### src/rtl/pe_mac_dbuf.sv
// Systolic-array PE: double-buffered weight (shadow/active), signed/unsigned MAC with
// optional saturation and an optional product register stage.
module pe_mac_dbuf #(
  parameter int DATA_WIDTH = 8,
  parameter int ACC_WIDTH  = 32,
  parameter int PIPE       = 0
) (
  input  logic                  PE_clk,
  input  logic                  PE_rst_n,
  input  logic                  PE_mode_signed,
  input  logic                  PE_sat_en,
  input  logic                  PE_clr,
  input  logic                  PE_w_en,
  input  logic [DATA_WIDTH-1:0] PE_w_in,
  input  logic                  PE_w_swap,
  output logic                  PE_w_out_en,
  output logic [DATA_WIDTH-1:0] PE_w_out,
  output logic                  PE_w_ready,
  output logic                  PE_w_err,
  input  logic                  PE_act_en,
  input  logic [DATA_WIDTH-1:0] PE_act_in,
  output logic                  PE_act_out_en,
  output logic [DATA_WIDTH-1:0] PE_act_out,
  input  logic                  PE_psum_en,
  input  logic [ACC_WIDTH-1:0]  PE_psum_in,
  output logic                  PE_psum_out_en,
  output logic [ACC_WIDTH-1:0]  PE_psum_out,
  output logic                  PE_ovf
);

  // All streams are valid-only: data is captured on any edge where its _en is high,
  // there is no back-pressure, and an output _en is a single-cycle pulse per item.

  localparam int PW = 2 * DATA_WIDTH;
  localparam logic [ACC_WIDTH-1:0] SMAX = {1'b0, {(ACC_WIDTH-1){1'b1}}};
  localparam logic [ACC_WIDTH-1:0] SMIN = {1'b1, {(ACC_WIDTH-1){1'b0}}};

  typedef enum logic {
    WB_EMPTY = 1'b0,
    WB_READY = 1'b1
  } wbuf_state_e;

  wbuf_state_e           wstate_q;
  logic [DATA_WIDTH-1:0] shadow_q;
  logic [DATA_WIDTH-1:0] active_q;
  logic [DATA_WIDTH-1:0] w_out_q;
  logic                  w_out_en_q;
  logic                  w_err_q;

  always_ff @(posedge PE_clk) begin
    if (!PE_rst_n) begin
      wstate_q   <= WB_EMPTY;
      shadow_q   <= '0;
      active_q   <= '0;
      w_out_q    <= '0;
      w_out_en_q <= 1'b0;
      w_err_q    <= 1'b0;
    end else begin
      w_err_q    <= 1'b0;
      w_out_en_q <= PE_w_en;
      if (PE_w_en) begin
        shadow_q <= PE_w_in;
        w_out_q  <= shadow_q;
      end
      case (wstate_q)
        WB_EMPTY: begin
          if (PE_w_swap) w_err_q <= 1'b1;
          if (PE_w_en) wstate_q <= WB_READY;
        end
        WB_READY: begin
          // Swap takes the pre-load shadow; a concurrent load keeps the buffer full.
          if (PE_w_swap) begin
            active_q <= shadow_q;
            if (!PE_w_en) wstate_q <= WB_EMPTY;
          end
        end
        default: wstate_q <= WB_EMPTY;
      endcase
    end
  end

  assign PE_w_out_en = w_out_en_q;
  assign PE_w_out    = w_out_q;
  assign PE_w_ready  = (wstate_q == WB_READY);
  assign PE_w_err    = w_err_q;

  logic                  act_out_en_q;
  logic [DATA_WIDTH-1:0] act_out_q;

  always_ff @(posedge PE_clk) begin
    if (!PE_rst_n) begin
      act_out_en_q <= 1'b0;
      act_out_q    <= '0;
    end else begin
      act_out_en_q <= PE_act_en;
      if (PE_act_en) act_out_q <= PE_act_in;
    end
  end

  assign PE_act_out_en = act_out_en_q;
  assign PE_act_out    = act_out_q;

  // One PW-bit multiplier serves both modes: operands are extended per mode first.
  logic [PW-1:0]        act_x;
  logic [PW-1:0]        w_x;
  logic [PW-1:0]        prod;
  logic [ACC_WIDTH-1:0] prod_ext;
  logic [ACC_WIDTH-1:0] add_in;

  assign act_x    = PE_mode_signed ? PW'($signed(PE_act_in)) : PW'(PE_act_in);
  assign w_x      = PE_mode_signed ? PW'($signed(active_q)) : PW'(active_q);
  assign prod     = act_x * w_x;
  assign prod_ext = PE_mode_signed ? ACC_WIDTH'($signed(prod)) : ACC_WIDTH'(prod);
  assign add_in   = PE_psum_en ? PE_psum_in : '0;

  logic [ACC_WIDTH-1:0] s_prod;
  logic [ACC_WIDTH-1:0] s_add;
  logic                 s_en;
  logic                 s_sgn;
  logic                 s_sat;

  generate
    if (PIPE != 0) begin : g_pipe
      logic [ACC_WIDTH-1:0] st1_prod_q;
      logic [ACC_WIDTH-1:0] st1_add_q;
      logic                 st1_en_q;
      logic                 st1_sgn_q;
      logic                 st1_sat_q;

      always_ff @(posedge PE_clk) begin
        if (!PE_rst_n) begin
          st1_prod_q <= '0;
          st1_add_q  <= '0;
          st1_en_q   <= 1'b0;
          st1_sgn_q  <= 1'b0;
          st1_sat_q  <= 1'b0;
        end else begin
          st1_en_q  <= PE_act_en;
          st1_sgn_q <= PE_mode_signed;
          st1_sat_q <= PE_sat_en;
          if (PE_act_en) begin
            st1_prod_q <= prod_ext;
            st1_add_q  <= add_in;
          end
        end
      end

      assign s_prod = st1_prod_q;
      assign s_add  = st1_add_q;
      assign s_en   = st1_en_q;
      assign s_sgn  = st1_sgn_q;
      assign s_sat  = st1_sat_q;
    end else begin : g_direct
      assign s_prod = prod_ext;
      assign s_add  = add_in;
      assign s_en   = PE_act_en;
      assign s_sgn  = PE_mode_signed;
      assign s_sat  = PE_sat_en;
    end
  endgenerate

  logic [ACC_WIDTH:0]   sum_full;
  logic                 carry_out;
  logic                 carry_msb;
  logic                 ovf;
  logic [ACC_WIDTH-1:0] sat_val;
  logic [ACC_WIDTH-1:0] result;

  assign sum_full  = {1'b0, s_prod} + {1'b0, s_add};
  assign carry_out = sum_full[ACC_WIDTH];
  assign carry_msb = s_prod[ACC_WIDTH-1] ^ s_add[ACC_WIDTH-1] ^ sum_full[ACC_WIDTH-1];
  assign ovf       = s_sgn ? (carry_out ^ carry_msb) : carry_out;
  // Signed overflow only happens with like-signed operands, so either sign picks the clamp.
  assign sat_val   = s_sgn ? (s_prod[ACC_WIDTH-1] ? SMIN : SMAX) : '1;
  assign result    = (ovf && s_sat) ? sat_val : sum_full[ACC_WIDTH-1:0];

  logic                 psum_out_en_q;
  logic [ACC_WIDTH-1:0] psum_out_q;
  logic                 ovf_q;

  always_ff @(posedge PE_clk) begin
    if (!PE_rst_n) begin
      psum_out_en_q <= 1'b0;
      psum_out_q    <= '0;
      ovf_q         <= 1'b0;
    end else begin
      psum_out_en_q <= s_en;
      if (s_en) psum_out_q <= result;
      if (s_en && ovf) ovf_q <= 1'b1;
      else if (PE_clr) ovf_q <= 1'b0;
    end
  end

  assign PE_psum_out_en = psum_out_en_q;
  assign PE_psum_out    = psum_out_q;
  assign PE_ovf         = ovf_q;

endmodule

### config.mk
export PLATFORM = sky130hd
export DESIGN_NAME = pe_mac_dbuf
export DESIGN_NICKNAME = d
export VERILOG_FILES = /design/src/rtl/pe_mac_dbuf.sv
export SDC_FILE = /design/constraint.sdc
export NUM_CORES = 1
export LEC_CHECK = 0
export BUFFER_PORTS_ARGS = -buffer_cell sky130_fd_sc_hd__buf_4
export CAP_MARGIN = 20
export CORE_MARGIN = 8
export CORE_UTILIZATION = 40
export CTS_CLUSTER_SIZE = 28
export DETAILED_ROUTE_END_ITERATION = 16
export MAX_ROUTING_LAYER = met4
export SYNTH_ARGS = -nofsm -noshare
export SYNTH_HDL_FRONTEND = slang
export SYNTH_SLANG_ARGS = --single-unit
export TNS_END_PERCENT = 1
### constraint.sdc
create_clock -name PE_clk -period 19.4 [get_ports PE_clk]
set_input_delay 3.88 -clock PE_clk [delete_from_list [all_inputs] [get_ports PE_clk]]
set_output_delay 3.88 -clock PE_clk [all_outputs]
set_load 0.02 [all_outputs]
==> summary.txt <==
Global route
  • Antenna violations before repair: 0
  • Grt ovf: 0
  • Vias in the first global route: 7084
  • First-pass GRT wire length: 36680 um
  • Overall global routing resource usage: 0.1792
  • Largest net degree at the start of global routing: 51

Synth
  • Top cell type by total area after synthesis: dfxtp_1
  • Yosys warns: 0
  • Post-Syn Area: 8333 sq um
  • Cells after synthesis: 999
  • FFs w/ async S/R, synth: 0
  • Post-synth EDFFs: 0
  • Distinct cells, synth: 77
  • Cell with the most instances after synthesis: inv_1
  • Synth cell count leaders: inv_1 (124), and2_1 (82), ha_1 (76)
  • Syn Area/Cell: 8.341 sq um
  • Seq/Total Area, Yosys: 0.1658
  • Synth top area cells: dfxtp_1 (17%), fa_1 (17%), ha_1 (11%), and2_1 (6.2%), inv_1 (5.6%)
  • Synthesized flop and latch total: 69
  • Dominant synthesized flop cell: dfxtp_1
  • Syn nets: 1201
  • Post-synth top area share: 0.1658

Floorplan
  • Cell row count: 53
  • Core area: 20760 sq um
  • Die ar.: 25710 sq um
  • DIE HEIGHT: 160.3 um
  • Initial Utilization: 0.4015
  • Die Span X: 160.3 um
  • Ports: 111

Clock network
  • CTS root buffer: clkbuf_16
  • Clock latency on the worst-skew pair: 350 ps
  • Clock-pin slew on the worst setup and hold paths: 60 ps
  • Sink Count: 69
  • Htree depth: 3
  • # hold bufs at CTS: 0
  • Postcts setup bufs: 0
  • Maximum buffer depth of the clock tree: 2
  • CTS buffer count: 9
  • CTS tree: done
  • PostCTS Resize Cnt: 0

Power and ir drop
  • Comb pwr share: 0.258
  • Switching part of the total power: 0.3292
  • Clock share of power: 0.373
  • Peak VDD IR: 0.04700 mV
  • Flop pwr share: 0.369
  • Internal power: 0.2824 mW
  • Leak: 4.599 nW
  • Pwr dens: 43.88 nW/um^2
  • Switch Pwr: 0.1386 mW

Drt
  • Antenna Nets Post-Route: 0
  • DRT iter0 DRCs: 398
  • DR pass1 iterations: 5
  • DR vias: 6942
  • Vias per inst: 5.138
  • Number of remaining DRC errors: 0
  • Routed WL: 22080 um
  • Routed len/inst: 16.34 um

Min path
  • Hold path startpoint: PE_psum_out[0]
  • Hold EP: PE_psum_out[0]
  • Worst hold path stage count: 2
  • Hold crit path type: reg2reg

Cells and area
  • Multi-input logic area: 6271 sq um
  • # fillers: 2094
  • Final core occ: 0.4622
  • Area grow syn2layout: 15.14%
  • Seq. cell area: 1381 sq um
  • Ant. Diodes: 0
  • Layout cells sized above 1: 0.1403
  • Fin nets: 1273

Setup path
  • Type of the worst setup path: in2reg
  • Worst setup SP type: primary input
  • Critical path arrival: 13100 ps
  • Slowest CP cell: o21ai_2
  • Required @ worst endpoint: 19590 ps
  • Critical path's top delay family: adder cells
  • Reg2reg start: active_q[2]
  • CP bufs+invs: 7
  • R2r setup slk: 9640 ps
  • R2R cell count: 32
  • Worst setup EP type: register
  • Largest stage delay, worst path: 620 ps
  • Max FO, Critical Path: 29
  • Critical R2R Capture: PE_psum_out[24]

Timing
  • Min Tclk post-route: 12910 ps
  • Worst-margin pin slew: 729.5 ps
  • Relative slew slack: 0.5136
  • Setup TNS: 0 ps
  • Min Hold Slack: 444.4 ps
  • Final setup viols: 0
  • RSZ-0062 raised after global routing: no
  • Fmax: 77.49 MHz
  • Final Hold Viols: 0
  • Worst Clk Skew: 7.628 ps
  • Fin crit share: 0.6652
  • Max Slew Vio Count: 0

Placement
  • Final Wtd Congestion: 0.8924
  • Post-DP HPWL: 17190 um
  • IO Port Bufs: 110

Flow run
  • Maxcap violations: 0

Outcome
  • Outcome: finished clean
==> through the flow <==
step	cells	power, mW	area, sq um	worst slack, ps
2_1_floorplan	999	0.2277	8333	6595
3_3_place_gp	1334	0.2672	9306	6315
3_5_place_dp	1334	0.2672	9306	6168
4_1_cts	1350	0.4251	9582	6524
5_1_grt	1351	0.4429	9594	5846
6_report	1351	0.4210	9594	6495
==> flip-flops by register name (all words and copies together), names as in the netlist <==
signal          count
PE_psum_out_en      1
shadow_q            8
PE_ovf              1
PE_w_out            8
PE_w_ready          1
PE_w_err            1
PE_psum_out        32
PE_act_out          8
active_q            8
PE_w_out_en         1
==> worst max path at each step <==
stage,from,cells past startpoint,to
6_report,PE_mode_signed,33,PE_psum_out[24]
5_1_grt,PE_mode_signed,33,PE_psum_out[3]
4_1_cts,PE_mode_signed,33,PE_psum_out[8]
3_5_place_dp,PE_mode_signed,33,PE_psum_out[8]
3_3_place_gp,PE_mode_signed,33,PE_psum_out[12]
2_1_floorplan,PE_mode_signed,36,PE_psum_out[18]
==> layer usage <==
| metal | track usage | share of wire |
|---|---|---|
| met1 | 0.2288 | 0.47 |
| met2 | 0.2868 | 0.46 |
| met3 | 0.03762 | 0.052 |
| met4 | 0.04248 | 0.015 |
| met5 | - | 0 |
==> cell families (layout without fill, tap and decap cells) <==
family                   after synthesis  after routing  share of synthesized area
flip-flops                            69             69                     0.1658
AND/OR/NAND/NOR                      338            338                     0.2135
adder cells (fa/ha/maj)              145            145                     0.2799
XOR/XNOR                              64             64                    0.06907
AO/OA/AOI/OAI                        177            177                     0.1545
buffers and inverters                177            254                    0.08168
multiplexers                          29             29                    0.03559
==> worst min-delay path: stages (launching register included) <==
cell	delay (ps)
dfxtp_1	310
nand2_1	50
nand2_1	40
==> power by group through the flow <==
| stage | logic, mW | clock network [mW] | registers (mW) |
|---|---|---|---|
| floorplan | 0.0636 | 0 | 0.164 |
| global placement | 0.109 | 0 | 0.158 |
| detailed placement | 0.109 | 0 | 0.158 |
| CTS | 0.109 | 0.160 | 0.155 |
| global route | 0.120 | 0.166 | 0.156 |
| finish | 0.109 | 0.157 | 0.155 |
==> cell type report <==
cell class                      count  area share
Multi-Input combinational cell    753      0.6536
Sequential cell                    69      0.1440
Clock buffer                        9     0.02347
Timing Repair Buffer              113     0.08894
Inverter                          125     0.04890
Clock inverter                      7    0.005216
Tap cell                          275     0.03586
==> cells in the final DEF, fill, tap and decap left out, types with 6 or more instances in the layout <==
| cell type | n |
|---|---|
| a21boi_0 | 8 |
| a21o_1 | 16 |
| a21oi_1 | 36 |
| a311oi_1 | 18 |
| a31oi_1 | 6 |
| and2_1 | 82 |
| and3_1 | 9 |
| buf_4 | 112 |
| clkbuf_16 | 9 |
| dfxtp_1 | 69 |
| fa_1 | 69 |
| ha_1 | 76 |
| inv_1 | 124 |
| mux2i_1 | 26 |
| nand2_1 | 69 |
| nand2b_1 | 13 |
| nand3_1 | 26 |
| nor2_1 | 66 |
| nor2b_1 | 32 |
| nor3_1 | 19 |
| o21a_1 | 8 |
| o21ai_0 | 26 |
| o21bai_1 | 8 |
| xnor2_1 | 47 |
| xor2_1 | 16 |
Power figures use the tool's default switching activity.
